===== src/rtl/cpu_pkg.sv =====
// Shared CPU-wide constants and types.
// Writeback source encoding matches arbiter requester order.
package cpu_pkg;

  localparam int B_WORD = 32;
  localparam int B_ADRS = 5;
  localparam int N_REGS = 32;

  typedef enum logic [1:0] {
    WB_ALU,
    WB_LOAD,
    WB_MUL
  } wb_src_e;

endpackage


===== src/rtl/regfile_wb_arbiter_rr.sv =====
// Round-robin arbiter: search starts at ptr and wraps mod N.
// Pure combinational; reusable for any shared resource.
module rr_arbiter
  import cpu_pkg::*;
#(
  parameter int N = 3,
  localparam int PW = (N > 1) ? $clog2(N) : 1
) (
  input  logic [N-1:0]  req,
  input  logic [PW-1:0] ptr,
  output logic [N-1:0]  gnt,
  output logic [PW-1:0] idx
);

  logic [PW:0] j;
  logic        found;

  always_comb begin
    gnt   = '0;
    idx   = '0;
    found = 1'b0;
    j     = '0;
    for (int k = 0; k < N; k++) begin
      j = {1'b0, ptr} + (PW+1)'(k);
      if (j >= (PW+1)'(N)) begin
        j = j - (PW+1)'(N);
      end
      if (!found && req[j[PW-1:0]]) begin
        found           = 1'b1;
        gnt[j[PW-1:0]]  = 1'b1;
        idx             = j[PW-1:0];
      end
    end
  end

endmodule


===== src/rtl/regfile_wb_arbiter.sv =====
// Register-file write-port arbiter for writeback sources.
// Registered write output doubles as the forwarding source.
module regfile_wb_arbiter #(
  parameter int N_REQ  = 3,
  parameter int B_WORD = cpu_pkg::B_WORD,
  parameter int B_ADRS = cpu_pkg::B_ADRS
) (
  input  logic                    clk_cpu,
  input  logic                    reset_n,
  input  logic                    lock,
  input  logic [N_REQ-1:0]        req_valid,
  input  logic [N_REQ*B_ADRS-1:0] req_adrs,
  input  logic [N_REQ*B_WORD-1:0] req_data,
  output logic [N_REQ-1:0]        req_ready,
  output logic                    wr_en,
  output logic [B_ADRS-1:0]       wr_adrs,
  output logic [B_WORD-1:0]       wr_data,
  output logic                    fwd_valid,
  output logic [2:0]              grant_idx
);

  localparam int PW = (N_REQ > 1) ? $clog2(N_REQ) : 1;

  logic [N_REQ-1:0]  gnt;
  logic [PW-1:0]     g;
  logic              xfer;
  logic [B_ADRS-1:0] sel_adrs;
  logic [B_WORD-1:0] sel_data;

  logic              wr_en_q, wr_en_d;
  logic [B_ADRS-1:0] wr_adrs_q, wr_adrs_d;
  logic [B_WORD-1:0] wr_data_q, wr_data_d;
  logic [2:0]        gidx_q, gidx_d;
  logic [PW-1:0]     rr_ptr_q, rr_ptr_d;

  rr_arbiter #(.N(N_REQ)) u_arb (
    .req (req_valid & {N_REQ{~lock}}),
    .ptr (rr_ptr_q),
    .gnt (gnt),
    .idx (g)
  );

  assign req_ready = reset_n ? gnt : '0;
  assign xfer      = |(req_valid & req_ready);
  assign sel_adrs  = req_adrs[g*B_ADRS +: B_ADRS];
  assign sel_data  = req_data[g*B_WORD +: B_WORD];

  always_comb begin
    wr_en_d   = 1'b0;
    wr_adrs_d = wr_adrs_q;
    wr_data_d = wr_data_q;
    gidx_d    = gidx_q;
    rr_ptr_d  = rr_ptr_q;
    if (xfer) begin
      // $0 writes are consumed but never reach the file
      wr_en_d   = (sel_adrs != '0);
      wr_adrs_d = sel_adrs;
      wr_data_d = sel_data;
      gidx_d    = 3'(g);
      rr_ptr_d  = (g == PW'(N_REQ-1)) ? '0 : g + 1'b1;
    end
  end

  always_ff @(posedge clk_cpu or negedge reset_n) begin
    if (!reset_n) begin
      wr_en_q   <= 1'b0;
      wr_adrs_q <= '0;
      wr_data_q <= '0;
      gidx_q    <= '0;
      rr_ptr_q  <= '0;
    end else begin
      wr_en_q   <= wr_en_d;
      wr_adrs_q <= wr_adrs_d;
      wr_data_q <= wr_data_d;
      gidx_q    <= gidx_d;
      rr_ptr_q  <= rr_ptr_d;
    end
  end

  assign wr_en     = wr_en_q;
  assign wr_adrs   = wr_adrs_q;
  assign wr_data   = wr_data_q;
  assign fwd_valid = wr_en_q;
  assign grant_idx = gidx_q;

endmodule


===== config.mk =====
export PLATFORM = sky130hd
export DESIGN_NAME = regfile_wb_arbiter
export DESIGN_NICKNAME = d
export VERILOG_FILES = /design/src/rtl/cpu_pkg.sv /design/src/rtl/regfile_wb_arbiter_rr.sv /design/src/rtl/regfile_wb_arbiter.sv
export SDC_FILE = /design/constraint.sdc
export NUM_CORES = 1
export LEC_CHECK = 0
export CORE_UTILIZATION = 55
export CTS_BUF_LIST = sky130_fd_sc_hd__clkbuf_4 sky130_fd_sc_hd__clkbuf_8
export CTS_CLUSTER_DIAMETER = 120
export DETAILED_ROUTE_END_ITERATION = 8
export DONT_BUFFER_PORTS = 1
export PLACE_DENSITY = 0.68
export SYNTH_ARGS = -nofsm -noshare
export SYNTH_HDL_FRONTEND = slang
export SYNTH_SLANG_ARGS = --single-unit

===== constraint.sdc =====
create_clock -name clk_cpu -period 5.6 [get_ports clk_cpu]
set_input_delay 0.56 -clock clk_cpu [delete_from_list [all_inputs] [get_ports clk_cpu]]
set_output_delay 0.56 -clock clk_cpu [all_outputs]
set_load 0.005 [all_outputs]

==> impl_metrics.ini <==
[clock_tree]
post_cts.repair.setup_buffers = 0
htreeDepth = 2
root_buffer = clkbuf_8
ctsResizeCount = 0
cts_tree = built
cts_made_buffers = 5
cts_buffer_depth = 2
clkLatencyLatePin_ps = 290
path_clk_slew_ps = 80
clock-sinks = 42

[timing]
finalClockSkew_ps = 3.851
rsz0062_at_grt = no
fin_crit_sh_pct = 62.53
hold_viol = 0
relSlewSlack_pct = 30.10
setup_viol = 0
max_freq_mhz = 285.6
whs_ps = 104.0
worst_slew_pin_slew_ps = 1047
period_needed_ps = 3502
drv_slew = 0
setup_tns_ps = 0

[logic_synthesis]
yosysSeqAreaShare_pct = 39.22
async_reset_ff_share_pct = 100.0
synth_mux_area_share_pct = 18.02
synth_cell_type_count = 44
syn_avg_cell_area_um2 = 9.710
yosysWarningCount = 0
synth_compound_area_share_pct = 20.17
netlist_area_um2 = 2680
synth-xor-area-share_pct = 0
synth_edf_count = 0
yosys.area_share.simple_pct = 15.59
syn-num-nets = 397
synthCells = 276
synth_seq_cells = 42
synth_adder_area_share_pct = 1.867
synth_ff_type = dfrtp_1
synth_top_family_by_area = compound AO/OA/AOI/OAI gates

[global_routing]
top_usage_layer = met2
grt_pass1_vias = 1810
grt_start_max_net_pins = 43
grt_use_met1_pct = 29.66
grt_overflow = 0
grtUsageMet3_pct = 6.470
antenna_found_initial = 0
grtUsageMet2_pct = 35.53
grt_pass1_wl_um = 8852
grt_use_total_pct = 22.34

[critical_path]
slowest_delay_ps = 770
slowest_stage = nand3_2
critPathLaunch = rr_ptr_q[0]
startpoint_type = register
worstPathArrival_ps = 3670
worstSetupPathType = reg -> reg
crit_buf_inv = 1
cp-end-kind = register
crit_chain = inv_1, ha_1, mux2i_1, a2bb2oi_1, a31o_2, nand3_2, mux2_1
r2r-start = rr_ptr_q[0]
required_ps = 5770
cp_max_fo = 42
crit_family = multiplexers

[outcome]
outcome = finished, final reports clean

[floorplan]
core_um2 = 4692
rows = 25
start_util_pct = 57.12
io_pins = 162
dieArea_um2 = 5156
fp.dieW_um = 71.81
die_h_um = 71.81

[route]
drt-wirelength-per-cell_um = 18.07
routed_via_density = 6.439
drtIter0Drc = 92
num_vias = 2054
drc = 0
antenna_left = 0
first_pass_iters = 4
routed_wl_um = 5765

[layout]
mostFrequentLayoutCell = nand2_1
diodes = 0
final_area_um2 = 2795
area_growth_pct = 4.295
nets = 386
drive_above_1_share_pct = 7.170
final_cell_mix = nand2_1, dfrtp_1, mux2_1

[placed_design]
hpwl_um = 4090
placed_area_um2 = 2663
io_buffers = 0
routabilityCongestion = 0.9227

[flow_run]
maxCapViolCount = 0

[power]
peakVddDrop_uv = 263.1
p_leak_nw = 1.274
cellPowerDensity_nw_per_um2 = 468.6

[min_path]
hold_path.class = in -> async
-- cell type report --
| cell class | instances | area [um^2] |
|---|---|---|
| multi-input combinational | 206 | 1503 |
| clock buffer | 6 | 82.58 |
| tap | 54 | 67.56 |
| inverter | 7 | 26.28 |
| clock inverter | 1 | 30.03 |
| sequential | 42 | 1051 |
| timing repair buffer | 3 | 35.03 |
| fill | 405 | 1897 |
-- power by group --
part	internal, W	switching [W]
clock	0.000143	0.0000981
sequential	0.000454	0.000116
combinational	0.000229	0.000270
total	0.000826	0.000484
-- synthesized netlist by cell type (2+ instances only) --
| cell | n | area, um^2 |
|---|---|---|
| nand2_1 | 69 | 259.0 |
| dfrtp_1 | 42 | 1051 |
| mux2_1 | 39 | 439.2 |
| a22oi_1 | 35 | 262.8 |
| inv_1 | 7 | 26.28 |
| nand2b_1 | 7 | 43.79 |
| buf_4 | 6 | 45.04 |
| clkbuf_1 | 6 | 22.52 |
| buf_2 | 5 | 25.02 |
| nor2_1 | 5 | 18.77 |
| and2_1 | 4 | 25.02 |
| buf_1 | 4 | 15.01 |
| ha_1 | 4 | 50.05 |
| a21oi_1 | 3 | 15.01 |
| a221o_1 | 3 | 30.03 |
| mux2_2 | 3 | 33.78 |
| a2111oi_4 | 2 | 55.05 |
| a21o_1 | 2 | 15.01 |
| and2b_1 | 2 | 15.01 |
| nand3_1 | 2 | 10.01 |
| o2111ai_1 | 2 | 17.52 |
| o311a_1 | 2 | 20.02 |
-- metal layers --
metal / vias to the layer above / part of all wire, %
li1: 965 / -
met1: 965 / 41
met2: 117 / 48
met3: 7 / 9.1
met4: 0 / 1.5
met5: - / 0
-- through the flow --
step	utilization (%)	std cells	power, W	setup slack, ps
after CTS	59.57	319	0.001328	2049
after global routing	59.57	319	0.001413	1826
after floorplan	-	276	0.0009712	3157
after global placement	56.75	311	0.001058	2147
after detailed placement	56.75	311	0.001074	2051
final	59.57	319	0.001310	2098
-- state kept, by name, indices dropped and copies added (netlist names) --
signal / cells
fwd_valid: 1
grant_idx: 2
rr_ptr_q: 2
wr_adrs: 5
wr_data: 32
-- what timing repair did --
item,in CTS,in global routing
endpoints found under the setup margin,0,0
hold buffers,1,0
endpoints found under the hold margin,42,0
-- worst paths after layout --
kind / slack, ps / to / depth (start not counted)
setup / recovery: 2100 / wr_data[22] / 7
hold / removal: 100 / wr_data[1] / 1
setup reg to reg: 2100 / wr_data[22] / 7
hold reg to reg: 520 / wr_data[30] / 1
max in group asynchronous: 5290 / wr_data[0] / 1
min in group clk_cpu: 490 / wr_data[28] / 3
-- kinds of logic after synthesis --
logic type | count (synthesis)
buffers and inverters | 28
adder cells (fa/ha/maj) | 4
AND/OR/NAND/NOR | 94
multiplexers | 43
AO/OA/AOI/OAI | 64
other | 1
flip-flops | 42
Note: power is estimated with default switching activity, not from simulation.
